===== src/rtl/stream_demux_pkg.sv =====
// Shared constants and helpers for the registered 1-to-N stream demultiplexer.
package stream_demux_pkg;

    localparam int unsigned DEFAULT_W    = 8;
    localparam int unsigned DEFAULT_N    = 4;
    localparam int unsigned DROP_CNT_MAX = 255;

    // Minimum select width able to address n channels.
    function automatic int unsigned min_sel_w(input int unsigned n);
        return (n <= 1) ? 1 : $clog2(n);
    endfunction

endpackage


===== src/rtl/demux_chan_reg.sv =====
// One-entry output register for a single demux channel with valid/ready handshake.
module demux_chan_reg
    import stream_demux_pkg::*;
#(
    parameter int unsigned W = DEFAULT_W
) (
    input  logic         i_clk,
    input  logic         i_rst_n,
    input  logic         i_load,
    input  logic [W-1:0] i_ld_data,
    input  logic         i_out_ready,
    output logic         o_out_valid,
    output logic [W-1:0] o_out_data,
    output logic         o_can_load
);

    logic         r_valid;
    logic [W-1:0] r_data;

    // A full slot may be reloaded in the same cycle its word drains.
    assign o_can_load  = !r_valid || i_out_ready;
    assign o_out_valid = r_valid;
    assign o_out_data  = r_data;

    always_ff @(posedge i_clk) begin
        if (!i_rst_n) begin
            r_valid <= 1'b0;
            r_data  <= '0;
        end else if (i_load) begin
            r_valid <= 1'b1;
            r_data  <= i_ld_data;
        end else if (i_out_ready) begin
            r_valid <= 1'b0;
        end
    end

endmodule


===== src/rtl/stream_demux_1xn.sv =====
// Registered 1-to-N valid/ready demultiplexer with out-of-range drop counting.
// Optional broadcast input enabled by defining STREAM_DEMUX_BCAST_EN.
module stream_demux_1xn
    import stream_demux_pkg::*;
#(
    parameter int unsigned W     = DEFAULT_W,
    parameter int unsigned N     = DEFAULT_N,
    parameter int unsigned SEL_W = min_sel_w(DEFAULT_N)
) (
    input  logic           i_clk,
    input  logic           i_rst_n,
    input  logic [W-1:0]   i_in_data,
    input  logic [SEL_W-1:0] i_in_sel,
    input  logic           i_in_valid,
`ifdef STREAM_DEMUX_BCAST_EN
    input  logic           i_in_bcast,
`endif
    output logic           o_in_ready,
    output logic [N*W-1:0] o_out_data,
    output logic [N-1:0]   o_out_valid,
    input  logic [N-1:0]   i_out_ready,
    output logic           o_drop_err,
    output logic [7:0]     o_drop_cnt
);

    logic [N-1:0] w_can_load;
    logic [N-1:0] w_load;
    logic         w_sel_in_range;
    logic         w_sel_ready;
    logic         w_accept;
    logic         w_drop;
    logic         r_drop_err;
    logic [7:0]   r_drop_cnt;

    always_comb begin
        w_sel_in_range = (32'(i_in_sel) < N);
        w_sel_ready    = 1'b0;
        for (int unsigned k = 0; k < N; k++) begin
            if (32'(i_in_sel) == k) begin
                w_sel_ready = w_can_load[k];
            end
        end
        // Out-of-range words are always consumed so they can be discarded.
        o_in_ready = w_sel_in_range ? w_sel_ready : 1'b1;
`ifdef STREAM_DEMUX_BCAST_EN
        if (i_in_bcast) begin
            o_in_ready = &w_can_load;
        end
`endif
        w_accept = i_in_valid && o_in_ready;
        w_load   = '0;
        for (int unsigned k = 0; k < N; k++) begin
            w_load[k] = w_accept && (32'(i_in_sel) == k);
        end
        w_drop = w_accept && !w_sel_in_range;
`ifdef STREAM_DEMUX_BCAST_EN
        if (i_in_bcast) begin
            w_load = {N{w_accept}};
            w_drop = 1'b0;
        end
`endif
    end

    for (genvar g = 0; g < N; g++) begin : g_chan
        demux_chan_reg #(
            .W (W)
        ) u_chan (
            .i_clk       (i_clk),
            .i_rst_n     (i_rst_n),
            .i_load      (w_load[g]),
            .i_ld_data   (i_in_data),
            .i_out_ready (i_out_ready[g]),
            .o_out_valid (o_out_valid[g]),
            .o_out_data  (o_out_data[g*W +: W]),
            .o_can_load  (w_can_load[g])
        );
    end

    always_ff @(posedge i_clk) begin
        if (!i_rst_n) begin
            r_drop_err <= 1'b0;
            r_drop_cnt <= '0;
        end else begin
            r_drop_err <= w_drop;
            if (w_drop && (r_drop_cnt != 8'(DROP_CNT_MAX))) begin
                r_drop_cnt <= r_drop_cnt + 8'd1;
            end
        end
    end

    assign o_drop_err = r_drop_err;
    assign o_drop_cnt = r_drop_cnt;

endmodule


===== config.mk =====
export PLATFORM = sky130hd
export DESIGN_NAME = stream_demux_1xn
export DESIGN_NICKNAME = d
export VERILOG_FILES = /design/src/rtl/stream_demux_pkg.sv /design/src/rtl/demux_chan_reg.sv /design/src/rtl/stream_demux_1xn.sv
export SDC_FILE = /design/constraint.sdc
export NUM_CORES = 1
export LEC_CHECK = 0
export CAP_MARGIN = 20
export CORE_MARGIN = 3
export CORE_UTILIZATION = 30
export DETAILED_ROUTE_END_ITERATION = 6
export HOLD_SLACK_MARGIN = 0.06
export RECOVER_POWER = 50
export SKIP_CTS_REPAIR_TIMING = 1
export SYNTH_ARGS = -nofsm -noshare
export SYNTH_HDL_FRONTEND = slang
export SYNTH_SLANG_ARGS = --single-unit
export TNS_END_PERCENT = 30

===== constraint.sdc =====
create_clock -name i_clk -period 1.2 [get_ports i_clk]
set_input_delay 0.24 -clock i_clk [delete_from_list [all_inputs] [get_ports i_clk]]
set_output_delay 0.24 -clock i_clk [all_outputs]
set_load 0.02 [all_outputs]

==> results of run 1 <==
==> layout make-up <==
cell class | instances | area share [%]
Clock buffer | 7 | 4.410
Tap cell | 65 | 3.723
Timing Repair Buffer | 69 | 27.43
Sequential cell | 36 | 33.22
Multi-Input combinational cell | 99 | 31.21
==> path summary, 6_finish.rpt <==
| kind | to | start | slack [ns] | cells past startpoint |
|---|---|---|---|---|
| worst max-delay path | o_in_ready | g_chan[3].u_chan.o_out_valid | -0.35 | 3 |
| worst min-delay path | g_chan[0].u_chan.o_out_valid | i_out_ready[0] | 0.37 | 4 |
| worst max register to register | g_chan[1].u_chan.o_out_data[1] | g_chan[1].u_chan.o_out_valid | -0.08 | 5 |
| worst min register to register | g_chan[3].u_chan.o_out_data[7] | g_chan[3].u_chan.o_out_data[7] | 0.46 | 2 |
==> layer usage <==
metal	global-route usage, %	part of all wire (%)	wire length (µm)
met5	0	0	0
met4	5.072	1.6	60
met3	4.374	5.7	207
met2	20.30	49	1799
met1	14.60	43	1569
==> registers in the layout (all words and copies together), names as in the netlist <==
| name | flops |
|---|---|
| g_chan.u_chan.o_out_data | 32 |
| g_chan.u_chan.o_out_valid | 4 |
==> where the power goes <==
| part | switching (mW) | internal (mW) |
|---|---|---|
| Clock | 0.398 | 0.511 |
| Combinational | 0.197 | 0.164 |
| Sequential | 0.0242 | 1.24 |
| Total | 0.619 | 1.91 |
==> cells in the final DEF (no fill, tap or decap) <==
cell / netlist / routed
nor3_2: 0 / 1
dfxtp_1: 36 / 32
nand3b_1: 1 / 1
buf_6: 2 / 6
nor2b_2: 1 / 1
a21boi_0: 3 / 3
conb_1: 1 / 9
mux2i_1: 32 / 32
mux4_2: 1 / 1
buf_4: 15 / 12
dlymetal6s2s_1: 0 / 22
nor2b_1: 2 / 1
clkbuf_1: 2 / 19
and3_4: 1 / 1
nor2b_4: 0 / 1
o21a_1: 1 / 1
nand2b_4: 0 / 4
nand3_1: 1 / 1
dfxtp_2: 0 / 4
nand2_1: 42 / 42
clkbuf_8: 0 / 7
clkdlybuf4s50_1: 0 / 9
clkbuf_2: 0 / 1
==> logic make-up (layout without fill, tap and decap cells) <==
kind of cell	Yosys count	count (layout)	synth area share (%)
buf+inv	22	76	10.60
mux	33	33	23.04
flops	36	36	48.44
simple gates	53	53	15.64
compound gates	4	4	2.019
other cells	1	9	0.2521
==> through the flow <==
step                instance area [µm²]  power, mW  instances
floorplan                          1518      1.511        157
global placement                   2095      1.666        267
detailed placement                 2095      1.671        267
CTS                                2191      2.583        274
global route                       2185      2.649        276
finish                             2185      2.533        276
==> tightest hold or removal path, cell delays in order <==
cell	delay, ns
dlymetal6s2s_1	0.09
nand2b_4	0.12
buf_4	0.10
a21boi_0	0.06
==> impl.org, run 1 <==
** Run status
- The run finished, with violations left.
- The final reports fail on setup timing.

** Floorplan
- The core region is roughly 4600 µm².
- The floorplan step defined a die boundary enclosing between 5000 and 6000 µm².
- The floorplan has 24 rows.
- The die is ~76 µm tall.
- The initial utilization of the core area, before any placement, comes to 32.59%.
- For this design the top-level I/O count stands at between 60 and 70.
- In this run the horizontal extent of the chip is about 76 µm.

** Drt
- Routed wirelength normalized by instance count :: approximately 13 µm
- After the first detailed-routing iteration, the DRC count stood at 52.
- Wires add up to roughly 3.6 mm.
- Residual antenna-violating net count after detailed routing :: 0
- The detailed router placed roughly 1200 vias in this run.
- Count of TritonRoute iterations in the first routing pass :: 4
- Via-per-instance ratio :: 4.228
- After detailed routing, the number of remaining DRC violations is 0.

** STA
- Final sum of negative setup slack :: -1.061 ns
- Minimum setup slack in the final design :: -0.3476 ns
- The final critical path takes up 129.0% of the cycle.
- RSZ-0062 raised after global routing :: yes
- Max-slew violation count :: 0
- Setup violations remaining at the end of the flow were counted as 25.
- Clock skew on the completed layout was measured at 0.001519 ns.
- Maximum operating frequency :: 0.6462 GHz
- Worst Hold Slack :: roughly 0.37 ns
- Final critical-path required period :: between 1.5 and 2 ns
- The number of hold-slack violations in the final timing report is 0.

** Yosys
- Main synth FF type :: dfxtp_1
- Yosys attributes the largest share of cell area to dfxtp_1 (48%), mux2i_1 (22%), nand2_1 (11%), buf_4 (7.6%), nand2b_1 (1.7%).
- Number of instances in the synthesized netlist :: roughly 150
- Of all flip-flops after synthesis, the portion carrying an async set or reset was 0%.
- In the post-synthesis netlist, the cell with the most instances is nand2_1.
- Count of yosys warnings during synthesis :: 0
- Post-synth top area share :: 48.44%
- The synthesized netlist occupies a cell area of 1488 µm².
- Synth area leader :: dfxtp_1
- The average instance in the mapped netlist occupies ~10 µm².
- By count the netlist is led by nand2_1 (42), dfxtp_1 (36), mux2i_1 (32).
- The number of different library cells used by synthesis comes to 18.
- Counting flops and latches in the post-synthesis netlist gives 36.
- Sequential cells were found to cover 48.44% of the synthesized design area.
- Number of enable-type register cells in the synthesized netlist :: 0

** Global route
- The first global-routing pass estimated slightly below 6 mm of wire.
- The via count of the first global-routing pass is between 1000 and 1500.
- Initial antenna violation count :: 0
- Aggregate global routing overflow :: 0
- Total routing usage reported by global routing :: between 10% and 20%
- Entering global routing, the biggest net connects 45 pins.

** Finish
- Combined flip-flop and latch cell area :: roughly 730 µm²
- Once layout is complete, the utilization of the core stands at between 40 and 50%.
- In the final layout, the multi-input gates occupy approximately 700 µm².
- The net count of the finished layout is 228.
- From synthesis to final layout, the design area changed by 46.85%.
- Of the cells placed in the final design, the portion with a size suffix greater than 1 is a little under a fifth.
- Number of filler instances in the final layout :: ~450
- The number of antenna diodes in the final layout is 0.

** Placed design
- Detailed placement ended at an HPWL of 2.559 mm.
- Input and output buffers added on the ports amount to 53.
- Timing analysis after detailed placement gives a worst setup slack of -0.8774 ns.
- The congestion estimate from routability-driven global placement came to just over 0.8.

** Power and ir drop
- For this design the static power due to leakage is between 1 and 1.5 nW.
- Dividing total power by cell area gives a power density of approximately 1200 nW/µm².
- Max VDD drop :: about 0.52 mV

** CTS
- The H-tree was split into 2 levels.
- Insertion delay of the later-clocked pin in the worst-skew pair :: about 0.28 ns
- For this design, the sink count on the clock tree is 36.
- TritonCTS built the clock tree.
- Cell at the root of the clock tree :: clkbuf_8
- Number of buffers inserted during clock tree synthesis :: 5
- The clock passes through at most 2 buffers.
- Clock edge transition at the registers on the reported setup and hold paths :: roughly 0.07 ns

** Setup path
- Of all nets on the critical path, the largest fanout is 2.
- Required time at the endpoint of the critical path :: around 0.96 ns
- Arrival time at the worst endpoint :: roughly 1.3 ns
- The worst setup path is captured at an output pin.
- The critical path is of the register to output pin type.
- Counting both buffers and inverters, the worst setup path holds a total of 1.
- Grouping stages by cell kind, the critical path spends the most delay in multiplexers.
- For this design, the slowest cell found on the critical path is mux4_2.
- Peak per-stage delay on the critical path :: between 0.4 and 0.5 ns
- Kind of launch point of the worst setup path :: register
- Series of cell instances along the critical path :: nand2b_4, mux4_2, buf_6

** Hold path
- The min-delay analysis places its worst path in the category input port to register.

** Flow run
- Maximum Capacitance Violations :: 0
Note: power is estimated with default switching activity, not from simulation.
==> run 2: changes to the inputs <==
ABC_AREA = 1   (was unset)
SETUP_SLACK_MARGIN = 0.4   (was unset)
==> impl.org, run 2 <==
** Floorplan
- Die area :: 7403 µm² (+27%)
- The number of core rows came to 28 (+17%).
- The core box area is 6061 µm² (+33%).
- The width of the die is 86.04 µm (+13%).
- Vertical extent of the die :: 86.04 µm (+13%)
- The top-level I/O count is 63 (unchanged).
- Effective utilization at floorplan :: 31.71% (-0.88 points)

** Setup path
- The slowest stage of the critical path belongs to the cell dfxtp_2.
- Required time at the endpoint of the critical path :: 0.96 ns (about the same)
- The arrival time at the worst endpoint was 1.20 ns (-0.11 ns).
- Series of cell instances along the critical path :: inv_2, nor2_4, nand2_2, nand2_2, nor2_4, buf_6
- Class of the most critical setup path :: register to output pin
- The worst setup path is launched from a register.
- The longest individual stage delay on the worst path was 0.32 ns (-0.15 ns).
- The worst setup path is captured at an output pin.
- The maximum fanout along the worst path is 4 (+2).

** STA
- Final critical-path required period :: 1.445 ns (-0.1029 ns)
- Skew final :: 0.004612 ns (+0.003093 ns)
- The post-route worst hold slack came to 0.2624 ns (-0.1100 ns).
- The number of setup violations in the final report came to 38 (+52%).
- The sum of negative setup slack is -4.800 ns (-3.739 ns).
- Minimum setup slack in the final design :: -0.2447 ns (+0.1029 ns)
- Setup repair after global routing could not meet its margin everywhere.
- Count of final hold-check violations :: 0 (unchanged)
- The max-slew violation count is 0 (unchanged).
- Maximum operating frequency :: 0.6922 GHz (+7.1%)
- Period utilisation layout :: 120.4% (-8.6 points)

** Yosys
- Sorting the synthesized cells by area gives the leading types as dfxtp_1 (38%), inv_1 (16%), nand2_1 (14%), nand4_1 (10%), nor2_1 (7.0%).
- Count of distinct cell types in the synthesized netlist :: 15 (-3)
- The async set-or-reset flop fraction in the synthesized netlist is 0% (unchanged).
- Number of enable-type register cells in the synthesized netlist :: 0 (unchanged)
- Synth area leader :: dfxtp_1
- Number of instances in the synthesized netlist :: 298 (+100%)
- Mean area per synthesized cell :: 6.449 µm² (-35%)
- Cell area after synthesis :: 1922 µm² (+29%)
- List of most frequent post-synthesis cells :: inv_1 (84), nand2_1 (73), dfxtp_1 (36), nor2_1 (36), nand4_1 (32)
- The number of register bits inferred by synthesis was 36 (unchanged).
- The number of warnings printed during yosys synthesis came to 0 (unchanged).
- Sequential fraction of the synthesis area :: 37.50% (-11 points)
- Post-synth top area share :: 37.50% (-11 points)
- Most frequent cell after synthesis :: inv_1
- For this run, the leading register cell type out of synthesis is dfxtp_1.

** Drt
- The detailed-routing iteration count for the pre-antenna-repair pass was 4 (unchanged).
- Highest metal layer used by the detailed router :: met4
- The total length of routed wires came to 5.025 mm (+38%).
- The total number of vias came to 1852 (+59%).
- The routed wire length per instance is 11.45 µm (-13%).
- Residual antenna-violating net count after detailed routing :: 0 (unchanged)
- Total length of routed met2 wires :: 2.448 mm (+36%)
- The total DRC errors in the routed layout is 0 (unchanged).
- Met3 wire length :: 238 µm (+15%)
- Via-per-instance ratio :: 4.219 (-0.23%)
- The total routed wire length on the met1 layer came to 2.294 mm (+46%).
- The initial DRC count was 86 (+65%).

** Flow run
- The max-cap violation count came to 0 (unchanged).

** Global route
- The via count of the first global-routing pass is 1667 (+41%).
- The total grt overflow is 0 (unchanged).
- The total routing resource utilization after global routing came to 13.39% (+1.0 points).
- Maximum number of pins on one net before global-route repair :: 37 (-18%)
- The first-pass GRT wire length was 7.921 mm (+36%).
- Initial antenna violation count :: 0 (unchanged)

** Finish
- Leaving out fill and tap cells, the most frequent cell in the layout is inv_1.
- Final antenna diode count :: 0 (unchanged)
- The count of filler cells inserted in the layout came to 661 (+48%).
- The design area was 2671 µm² (+22%).
- Synth-to-Final Area Change :: 39.00%
- Post-Route Utilization :: 44.08% (-3.8 points)
- The number of non-filler instances in the completed layout is 439 (+59%).
- The final-stage net count was 380 (+67%).
- Layout cell share with drive strength beyond 1 :: 19.78% (+1.3 points)
- Max FFs per register :: 32 (unchanged)
- Commonest non-fill, non-tap cells in the layout :: inv_1 (81), nand2_1 (69), dfxtp_1 (33)

** Placed design
- The pre-CTS worst setup slack is -0.8379 ns (+0.03951 ns).
- Placed standard-cell area :: 2505 µm² (+20%)
- The count of port buffers added during placement came to 53 (unchanged).
- Final weighted congestion of routability-driven global placement :: 0.8041 (-2.3%)
- Placed Cells :: 421 (+58%)
- Half-perimeter wire length of the detailed placement result :: 3.409 mm (+33%)

** Power and ir drop
- Power, Total :: 2.804 mW (+11%)
- Leakage :: 1.400 nW (+17%)
- Power density over cell area :: 1050 nW/µm² (-9.4%)
- Max VDD drop :: 0.6683 mV (+29%)

** Hold path
- Classification of the worst-slack hold path :: input port to register

** CTS
- TritonCTS built the clock tree.
- The tree is rooted in a clkbuf_8.
- Sink Count :: 36 (unchanged)
- The insertion delay to the later sink of the worst-skew pair was 0.28 ns (about the same).
- The number of levels in the clock H-tree came to 2 (unchanged).
- Number of buffers inserted during clock tree synthesis :: 5 (unchanged)
- The CTS clock-pin slew for the worst setup and hold paths came to 0.07 ns (about the same).
- Max clock buf depth :: 2 (unchanged)

** Run status
- Violated checks :: setup timing
- Status :: finished, violations left
run 2: cell families (layout without fill, tap and decap cells):
logic type             after synthesis  after routing  synth area share (%)
AND/OR/NAND/NOR                    149            151                 35.35
buffers and inverters              109            165                 26.17
flip-flops                          36             36                 37.50
AO/OA/AOI/OAI                        3              3                0.7810
other                                1              9                0.1951
run 2: worst paths after layout:
kind / startpoint / endpoint / slack, ns / cells after the start
min: i_out_ready[0] / g_chan[0].u_chan.o_out_valid / 0.26 / 4
min reg2reg: g_chan[3].u_chan.o_out_data[3] / g_chan[3].u_chan.o_out_data[3] / 0.51 / 4
max reg2reg: g_chan[3].u_chan.o_out_valid / g_chan[3].u_chan.o_out_data[2] / -0.18 / 10
max: g_chan[3].u_chan.o_out_valid / o_in_ready / -0.24 / 6
run 2: report_power, final:
| group | leakage, nW | internal (mW) | total (mW) | switching, mW |
|---|---|---|---|---|
| logic | 1.06 | 0.245 | 0.621 | 0.376 |
| registers | 0.296 | 1.26 | 1.29 | 0.0326 |
| clock network | 0.0455 | 0.469 | 0.890 | 0.422 |
| total | 1.40 | 1.97 | 2.80 | 0.831 |
run 2: final cells by class:
cell class	count	area, µm²	share of cell area, %
flip-flops and latches	36	724.4	27.12
clock buffers	8	90.09	3.372
repair buffers	72	626.9	23.47
multi-input cells	163	817.0	30.59
inverters	85	319.1	11.94
well taps	75	93.84	3.513
run 2: per-layer routing:
metal | global-route usage [%] | up-vias
met5 | 0 | -
met4 | 3.885 | 0
met3 | 3.074 | 4
met2 | 21.72 | 37
met1 | 17.69 | 821
li1 | - | 990
run 2: critical path: cells and delay by family, from the launching register on:
| family | cells | cell delay [ns] |
|---|---|---|
| simple gates | 4 | 0.38 |
| flops | 1 | 0.32 |
| buf+inv | 2 | 0.22 |
